$ cat src/rtl/id_ex_stage.sv
// ID/EX pipeline register for the RV32 core: operand forwarding from EX/MEM and MEM/WB,
// load-use bubble insertion and a valid/ready handshake with decode and execute.
module id_ex_stage #(
    parameter int XLEN = 32,
    parameter int RA_W = 5
) (
    input  logic            clk,
    input  logic            rst_n,

    input  logic            id_valid,
    output logic            id_ready,
    input  logic [RA_W-1:0] id_rs1,
    input  logic [RA_W-1:0] id_rs2,
    input  logic [RA_W-1:0] id_rd,
    input  logic [XLEN-1:0] id_rs1_data,
    input  logic [XLEN-1:0] id_rs2_data,
    input  logic [XLEN-1:0] id_imm,
    input  logic            id_use_imm,
    input  logic            id_uses_rs2,
    input  logic [1:0]      id_alu_ops,
    input  logic [2:0]      id_funct3,
    input  logic            id_funct7_30,
    input  logic            id_reg_write,
    input  logic            id_mem_read,
    input  logic            id_mem_write,

    input  logic [RA_W-1:0] exm_rd,
    input  logic            exm_reg_write,
    input  logic [XLEN-1:0] exm_result,
    input  logic [RA_W-1:0] wb_rd,
    input  logic            wb_reg_write,
    input  logic [XLEN-1:0] wb_result,

    input  logic            flush,
    input  logic            ex_ready,
    output logic            ex_valid,
    output logic [XLEN-1:0] ex_read1,
    output logic [XLEN-1:0] ex_read2,
    output logic [XLEN-1:0] ex_store_data,
    output logic [1:0]      ex_ops,
    output logic [2:0]      ex_funct3,
    output logic            ex_funct7_30,
    output logic [RA_W-1:0] ex_rd,
    output logic            ex_reg_write,
    output logic            ex_mem_read,
    output logic            ex_mem_write,
    output logic            load_use_stall
);

    // EX/MEM wins over MEM/WB; x0 is hard-wired zero and never forwarded.
    function automatic logic [XLEN-1:0] fwd_sel(
        input logic [RA_W-1:0] src,
        input logic [XLEN-1:0] rf_data,
        input logic [RA_W-1:0] f_exm_rd,
        input logic            f_exm_we,
        input logic [XLEN-1:0] f_exm_val,
        input logic [RA_W-1:0] f_wb_rd,
        input logic            f_wb_we,
        input logic [XLEN-1:0] f_wb_val
    );
        logic [XLEN-1:0] sel;
        sel = rf_data;
        if (f_exm_we && (f_exm_rd != '0) && (f_exm_rd == src))
            sel = f_exm_val;
        else if (f_wb_we && (f_wb_rd != '0) && (f_wb_rd == src))
            sel = f_wb_val;
        return sel;
    endfunction

    logic            vld_p1;
    logic [XLEN-1:0] read1_p1;
    logic [XLEN-1:0] read2_p1;
    logic [XLEN-1:0] store_p1;
    logic [1:0]      ops_p1;
    logic [2:0]      funct3_p1;
    logic            funct7_30_p1;
    logic [RA_W-1:0] rd_p1;
    logic            reg_write_p1;
    logic            mem_read_p1;
    logic            mem_write_p1;

    logic [XLEN-1:0] rs1_fwd_p0;
    logic [XLEN-1:0] rs2_fwd_p0;
    logic            advance;
    logic            capture;

    // Stage p0: decode-side forwarding and hazard resolution
    assign rs1_fwd_p0 = fwd_sel(id_rs1, id_rs1_data, exm_rd, exm_reg_write, exm_result,
                                wb_rd, wb_reg_write, wb_result);
    assign rs2_fwd_p0 = fwd_sel(id_rs2, id_rs2_data, exm_rd, exm_reg_write, exm_result,
                                wb_rd, wb_reg_write, wb_result);

    assign load_use_stall = id_valid && vld_p1 && mem_read_p1 && (rd_p1 != '0) &&
                            ((rd_p1 == id_rs1) || (id_uses_rs2 && (rd_p1 == id_rs2)));

    assign advance  = !vld_p1 || ex_ready;
    assign id_ready = advance && !load_use_stall;
    assign capture  = advance && id_valid && !load_use_stall && !flush;

    // Stage p1: control half of the register; flush and bubbles clear it
    always_ff @(posedge clk or negedge rst_n) begin
        if (!rst_n) begin
            vld_p1       <= 1'b0;
            reg_write_p1 <= 1'b0;
            mem_read_p1  <= 1'b0;
            mem_write_p1 <= 1'b0;
        end else if (flush || (advance && !capture)) begin
            vld_p1       <= 1'b0;
            reg_write_p1 <= 1'b0;
            mem_read_p1  <= 1'b0;
            mem_write_p1 <= 1'b0;
        end else if (capture) begin
            vld_p1       <= 1'b1;
            reg_write_p1 <= id_reg_write;
            mem_read_p1  <= id_mem_read;
            mem_write_p1 <= id_mem_write;
        end
    end

    // Datapath fields only move on capture, so a held entry keeps its forwarded operands.
    always_ff @(posedge clk or negedge rst_n) begin
        if (!rst_n) begin
            read1_p1     <= '0;
            read2_p1     <= '0;
            store_p1     <= '0;
            ops_p1       <= '0;
            funct3_p1    <= '0;
            funct7_30_p1 <= 1'b0;
            rd_p1        <= '0;
        end else if (capture) begin
            read1_p1     <= rs1_fwd_p0;
            read2_p1     <= id_use_imm ? id_imm : rs2_fwd_p0;
            store_p1     <= rs2_fwd_p0;
            ops_p1       <= id_alu_ops;
            funct3_p1    <= id_funct3;
            funct7_30_p1 <= id_funct7_30;
            rd_p1        <= id_rd;
        end
    end

    assign ex_valid      = vld_p1;
    assign ex_read1      = read1_p1;
    assign ex_read2      = read2_p1;
    assign ex_store_data = store_p1;
    assign ex_ops        = ops_p1;
    assign ex_funct3     = funct3_p1;
    assign ex_funct7_30  = funct7_30_p1;
    assign ex_rd         = rd_p1;
    assign ex_reg_write  = reg_write_p1;
    assign ex_mem_read   = mem_read_p1;
    assign ex_mem_write  = mem_write_p1;

endmodule

$ cat config.mk
export PLATFORM = sky130hd
export DESIGN_NAME = id_ex_stage
export DESIGN_NICKNAME = d
export VERILOG_FILES = /design/src/rtl/id_ex_stage.sv
export SDC_FILE = /design/constraint.sdc
export NUM_CORES = 1
export LEC_CHECK = 0
export ABC_AREA = 1
export CAP_MARGIN = 30
export CORE_MARGIN = 2
export CORE_UTILIZATION = 43
export CTS_CLUSTER_DIAMETER = 80
export DETAILED_ROUTE_END_ITERATION = 8
export PLACE_DENSITY = 0.89
export SLEW_MARGIN = 30
export SYNTH_ARGS = -nofsm -noshare
export SYNTH_HDL_FRONTEND = slang
export SYNTH_SLANG_ARGS = --single-unit
$ cat constraint.sdc
create_clock -name clk -period 1.9 [get_ports clk]
set_input_delay 0.19 -clock clk [delete_from_list [all_inputs] [get_ports clk]]
set_output_delay 0.19 -clock clk [all_outputs]
set_load 0.02 [all_outputs]
==> impl_metrics.ini, run 1 <==
[timing]
clock_skew_ps = 11.1
period_share_pct = 97.3
finalMaxSlewViolations = 0
tightestPinTransition_ps = 462
hold_violations = 0
fin_tns_setup_ps = 0
max_clock_freq_ghz = 0.541
relSlewSlack_pct = 69.2
worst_slack_ps = 50.4
rsz0062_at_grt = yes
report.final.setup_viol = 0
finalCriticalPeriod_ps = 1850

[detailed_routing]
dr.pass1.iters = 7
ant_nets = 0
drc = 0
drt-total-wl_um = 28600
drt_iter0_markers = 938
vias_per_cell = 5.26
wl_met1_um = 10600
met3_length_um = 2950
wl_per_cell_um = 16.9
routed-wl-met2_um = 13600
routed.top_layer = met4
vias = 8900

[final_layout]
drive_gt1_share_pct = 8.02
final_area_um2 = 11500
n_antenna_cell = 0
area_growth_pct = 61.4
fin_nets = 1670

[floorplan]
die_x_um = 133
die_area_um2 = 17600
core_region_area_um2 = 16400
die_h_um = 133
ios = 316
row_count = 47
start_util_pct = 43.5

[power_and_ir_drop]
peakVddDrop_v = 0.000446
total_power_mw = 8.31
p_leak_nw = 6.00
power_density_nw_per_um2 = 722

[logic_synthesis]
synth_warnings = 0
synth_seq_area_share_pct = 39.0
synth_area_um2 = 7130
avgSynthCellArea_um2 = 6.33
synth.distinct_cells = 24
syn_nets = 1330
yosys_register_bits = 111
synthCells = 1127

[placed_design]
hpwl_um = 20200
io_buffers = 315
place_congestion = 0.881
pre_cts_ws_ps = -227
dpl_cell_area_um2 = 11000

[global_route]
grt_usage_pct = 31.5
grt_pass1_vias = 9007
grt_pass1_wl_um = 44200
antenna_found_initial = 0
grt_max_degree = 65
gr-total-overflow = 0

[clock_network]
clkTransAtPathRegs_ps = 70
cts.sinks = 111
insertion_delay_ps = 360
cts_max_level = 3
numCtsBuffers = 9
cts.path.max_buffers = 2
cts_root_buffer = clkbuf_16
cts_tree = built

[setup_path]
arrival_ps = 2140
startpoint_type = flop
cp_max_fo = 22
worstSetupPathType = reg -> reg
worstPathRequired_ps = 2190
cp-end-kind = flop

[job]
max_cap_violations = 0

[outcome]
status = finished clean

[min_path]
min_path_type = in -> async
## worst paths after layout
check | from | to | slack [ps] | cells past startpoint
max in group asynchronous | rst_n | ex_read1[12] | 970 | 3
worst max-delay path | ex_rd[3] | ex_read2[3] | 50 | 13
min in group clk | id_rd[1] | ex_rd[1] | 370 | 3
worst min register to register | ex_store_data[13] | ex_store_data[13] | 480 | 2
worst max register to register | ex_rd[3] | ex_read2[3] | 50 | 13
worst min-delay path | rst_n | ex_funct3[1] | 320 | 2
## flip-flops by register name (all words and copies together) (netlist names), 2 cells and up
register       flops
ex_read2          32
ex_read1          32
ex_rd              5
ex_funct3          3
ex_store_data     32
ex_ops             2
## per-stage QoR
stage,instances,hold WS (ps),utilization (%)
after detailed placement,1667,173,67.1
after global placement,1667,165,67.1
final,1692,321,70.1
after CTS,1684,327,69.1
after global routing,1692,372,70.1
after floorplan,1127,-106,-
## cells in the mapped netlist
cell      count  share of area [%]
nor3_2        1               0.14
nand3b_1      1               0.11
o21ai_1       2               0.14
dfrtp_1     111                 39
xnor2_1       9                1.1
nand3_1     165                 12
nor3_1        1              0.070
inv_1       118                6.2
buf_1         3               0.16
o22ai_1       3               0.26
clkbuf_1     11               0.58
nand4_1      34                3.0
buf_6         4               0.63
buf_2        46                3.2
or2_2         1              0.088
nand3_2       1               0.14
nand2_1     508                 27
inv_2         4               0.21
a21oi_2       1               0.12
o21ai_0       6               0.42
xor2_1       11                1.4
nor2_1       80                4.2
buf_4         2               0.21
nor2_2        4               0.35
## where the power goes
part	switching (mW)	leakage, nW	internal (mW)	total, mW
clock network	0.947	0.163	1.20	2.15
logic	1.64	4.47	1.53	3.17
registers	0.246	1.37	2.75	2.99
total	2.83	6.00	5.48	8.31
## cell families after synthesis
logic type / count (synthesis) / synth area share, %
flops: 111 / 39.0
xor+xnor: 20 / 2.46
buf+inv: 188 / 11.2
simple gates: 796 / 46.4
compound gates: 12 / 0.948
## cells in the final DEF (no fill, tap or decap), drive strengths merged
master / instances
nand3: 166
dlygate4sd3: 1
buf: 78
nor2: 84
xor2: 11
nand3b: 1
bufinv: 2
xnor2: 9
a21oi: 1
nor3: 2
o22ai: 3
clkdlybuf4s50: 312
or2: 1
clkbuf: 14
nand4: 34
inv: 124
dfrtp: 111
nand2: 508
clkinv: 2
o21ai: 8
## routing by layer
layer  up-vias  GRT usage [%]
met5         -              0
met4         0           16.1
met3       125           6.36
met2       614           53.5
met1      4010           37.8
li1       4151              -
## worst max-delay path, stage by stage, from the launching register on
cell	delay (ps)
dfrtp_1	420
buf_4	160
o21ai_2	120
nor2_1	50
nand3_1	60
nand2_1	60
nand2_2	70
buf_4	120
nand3_4	150
buf_12	190
clkbuf_16	180
nor2_1	90
nand2_1	60
nand2_1	60
## timing repair
action,in CTS,in global routing
hold endpoints to repair,29,0
endpoints found under the setup margin,2,77
gates resized for setup,7,11
buffers inserted,0,4
gates cloned,0,4
hold buffers,1,0
## final cells by class
cell class                 count  area (um^2)
clock buffer                  10          239
clock inverter                 6         91.3
fill                        1262         4900
inverter                     122          463
multi-input combinational    828         3610
sequential                   111         2780
tap                          220          275
timing repair buffer         395         4050
No activity file was read; power rests on OpenSTA's default activity.
==> inputs of run 2 (changes only) <==
CORE_AREA = 2 2 121 123   (was unset)
CORE_MARGIN = unset   (was 2)
CORE_UTILIZATION = unset   (was 43)
CTS_CLUSTER_SIZE = 28   (was unset)
DIE_AREA = 0 0 123 125   (was unset)
DONT_BUFFER_PORTS = 1   (was unset)
PLACE_DENSITY = 0.73   (was 0.89)
==> run 2 against run 1 <==
  * The run now ends with hold timing left
  * Register-to-register slack better by 150 ps
  * Clock skew down 2.1 ps
  * Critical path type is now reg -> out
  * Sequential cell count unchanged
  * Worst setup slack better by 74 ps
  * Wire length down 16%
  * Global-route usage down 0.55 points
  * Die area down 13%
==> impl_metrics.ini, run 2 (synthesis results as in run 1) <==
[clock_network]
cts.path.max_buffers = 2
cts_tree = built
numCtsBuffers = 9
cts_max_level = 3
cts_root_buffer = clkbuf_16
cts.sinks = 111
insertion_delay_ps = 360
clkTransAtPathRegs_ps = 80

[detailed_routing]
drt_iter0_markers = 693
ant_nets = 0
wl_per_cell_um = 18.2
vias_per_cell = 5.56
vias = 7312
dr.pass1.iters = 7
drt-total-wl_um = 23900
drc = 0

[setup_path]
cpMaxStageDelayCell = dfrtp_1
worstSetupPathType = reg -> out
arrival_ps = 1590
cp-end-kind = output port
worstPathRequired_ps = 1710
critPathMaxStageDelay_ps = 430
cp_common_cell = nor2_1
startpoint_type = flop
path_cells = xor2_1 > nor2_1 > nand3_1 > nand2_1 > nand2_2 > inv_1 > nor2_1 > buf_4
cp_max_fo = 5

[timing]
hold_violations = 111
report.final.setup_viol = 0
worst_slack_ps = 124
relSlewSlack_pct = 54.5
tightestPinTransition_ps = 682
finalMaxSlewViolations = 0
holdWs_ps = -483
finalCriticalPeriod_ps = 1780
clock_skew_ps = 8.99
max_clock_freq_ghz = 0.563
period_share_pct = 93.5

[placed_design]
pre_cts_ws_ps = 192
place_congestion = 0.886
hpwl_um = 16700
io_buffers = 0

[outcome]
violations = hold timing
status = finished, violations left

[floorplan]
die_x_um = 123
core_region_area_um2 = 14200
start_util_pct = 50.2
ios = 316
row_count = 44
die_area_um2 = 15400
die_h_um = 125

[power_and_ir_drop]
p_leak_nw = 4.55
power_switching_mw = 2.49
power_density_nw_per_um2 = 844
p_seq_share_pct = 53.2
peakVddDrop_v = 0.000434
switching_share_pct = 37.5
p_int_mw = 4.15
combPwrFrac_pct = 18.5
total_power_mw = 6.64
power_frac_clock_pct = 28.3

[final_layout]
fin_nets = 1329
drive_gt1_share_pct = 6.01
mostFrequentLayoutCells = nand2_1, nand3_1, inv_1
nFillCells = 1417
n_antenna_cell = 0
area_growth_pct = 10.2
layout_commonest_cell = nand2_1

[job]
max_cap_violations = 0

[min_path]
min_path_type = in -> async

[global_route]
grt_max_degree = 112
grt_pass1_wl_um = 37400
grt_pass1_vias = 7215
gr-total-overflow = 0
antenna_found_initial = 0
grt_usage_pct = 30.9
run 2: area by class of cell:
| type | instances | area [um^2] | share of cell area, % |
|---|---|---|---|
| multi-input cells | 828 | 3600 | 45.7 |
| well taps | 184 | 230 | 2.93 |
| inverters | 122 | 458 | 5.83 |
| flip-flops and latches | 111 | 2780 | 35.3 |
| clock inverters | 5 | 40.0 | 0.509 |
| repair buffers | 54 | 515 | 6.56 |
| clock buffers | 11 | 243 | 3.09 |
run 2: layer usage:
layer	vias to the layer above	global-route usage (%)	part of all wire, %
met3	75	8.80	12
li1	3470	-	-
met2	436	50.4	46
met5	-	0	0
met1	3331	38.3	39
met4	0	12.6	3.4
run 2: worst paths after layout:
path,startpoint,to,slack [ps],cells past startpoint
worst min register to register,ex_store_data[13],ex_store_data[13],620,2
max in group asynchronous,rst_n,ex_read1[11],2230,0
worst min-delay path,rst_n,ex_ops[0],-480,0
worst max-delay path,ex_rd[1],id_ready,120,8
worst max register to register,ex_rd[1],ex_read2[11],200,10
min in group clk,exm_result[6],ex_read1[6],30,4
run 2: critical path, delay by kind of cell (launching register included):
family	cells	cell delay (ps)
xor gates and xnor gates	1	160
buffers and inverters	2	230
DFF	1	430
and+or+nand+nor	5	400
run 2: power by group through the flow:
| stage | clock network (mW) | logic, mW | registers [mW] |
|---|---|---|---|
| final | 1.88 | 1.23 | 3.53 |
| after global routing | 2.00 | 1.39 | 3.58 |
| after CTS | 1.90 | 1.20 | 3.53 |
| after detailed placement | 0 | 1.17 | 3.57 |
| after global placement | 0 | 1.13 | 3.57 |
| after floorplan | 0 | 0.854 | 3.48 |
run 2: stage by stage:
step / setup TNS (ps) / std cells / hold slack [ps] / utilization, % / instance area, um^2
4_1_cts: 0 / 1310 / -491 / 55.0 / 7820
6_report: 0 / 1315 / -483 / 55.3 / 7860
5_1_grt: -1.02 / 1315 / -493 / 55.3 / 7860
2_1_floorplan: 0 / 1127 / -106 / - / 7130
3_3_place_gp: 0 / 1281 / -104 / 52.1 / 7400
3_5_place_dp: 0 / 1281 / -104 / 52.1 / 7400
run 2: repair_timing:
item | 4_1_cts | 5_1_grt
setup buffers | 0 | 4
hold buffers | 13 | 1
endpoints found under the setup margin | 0 | 4
resized for setup | 0 | 2
hold endpoints to repair | 124 | 112
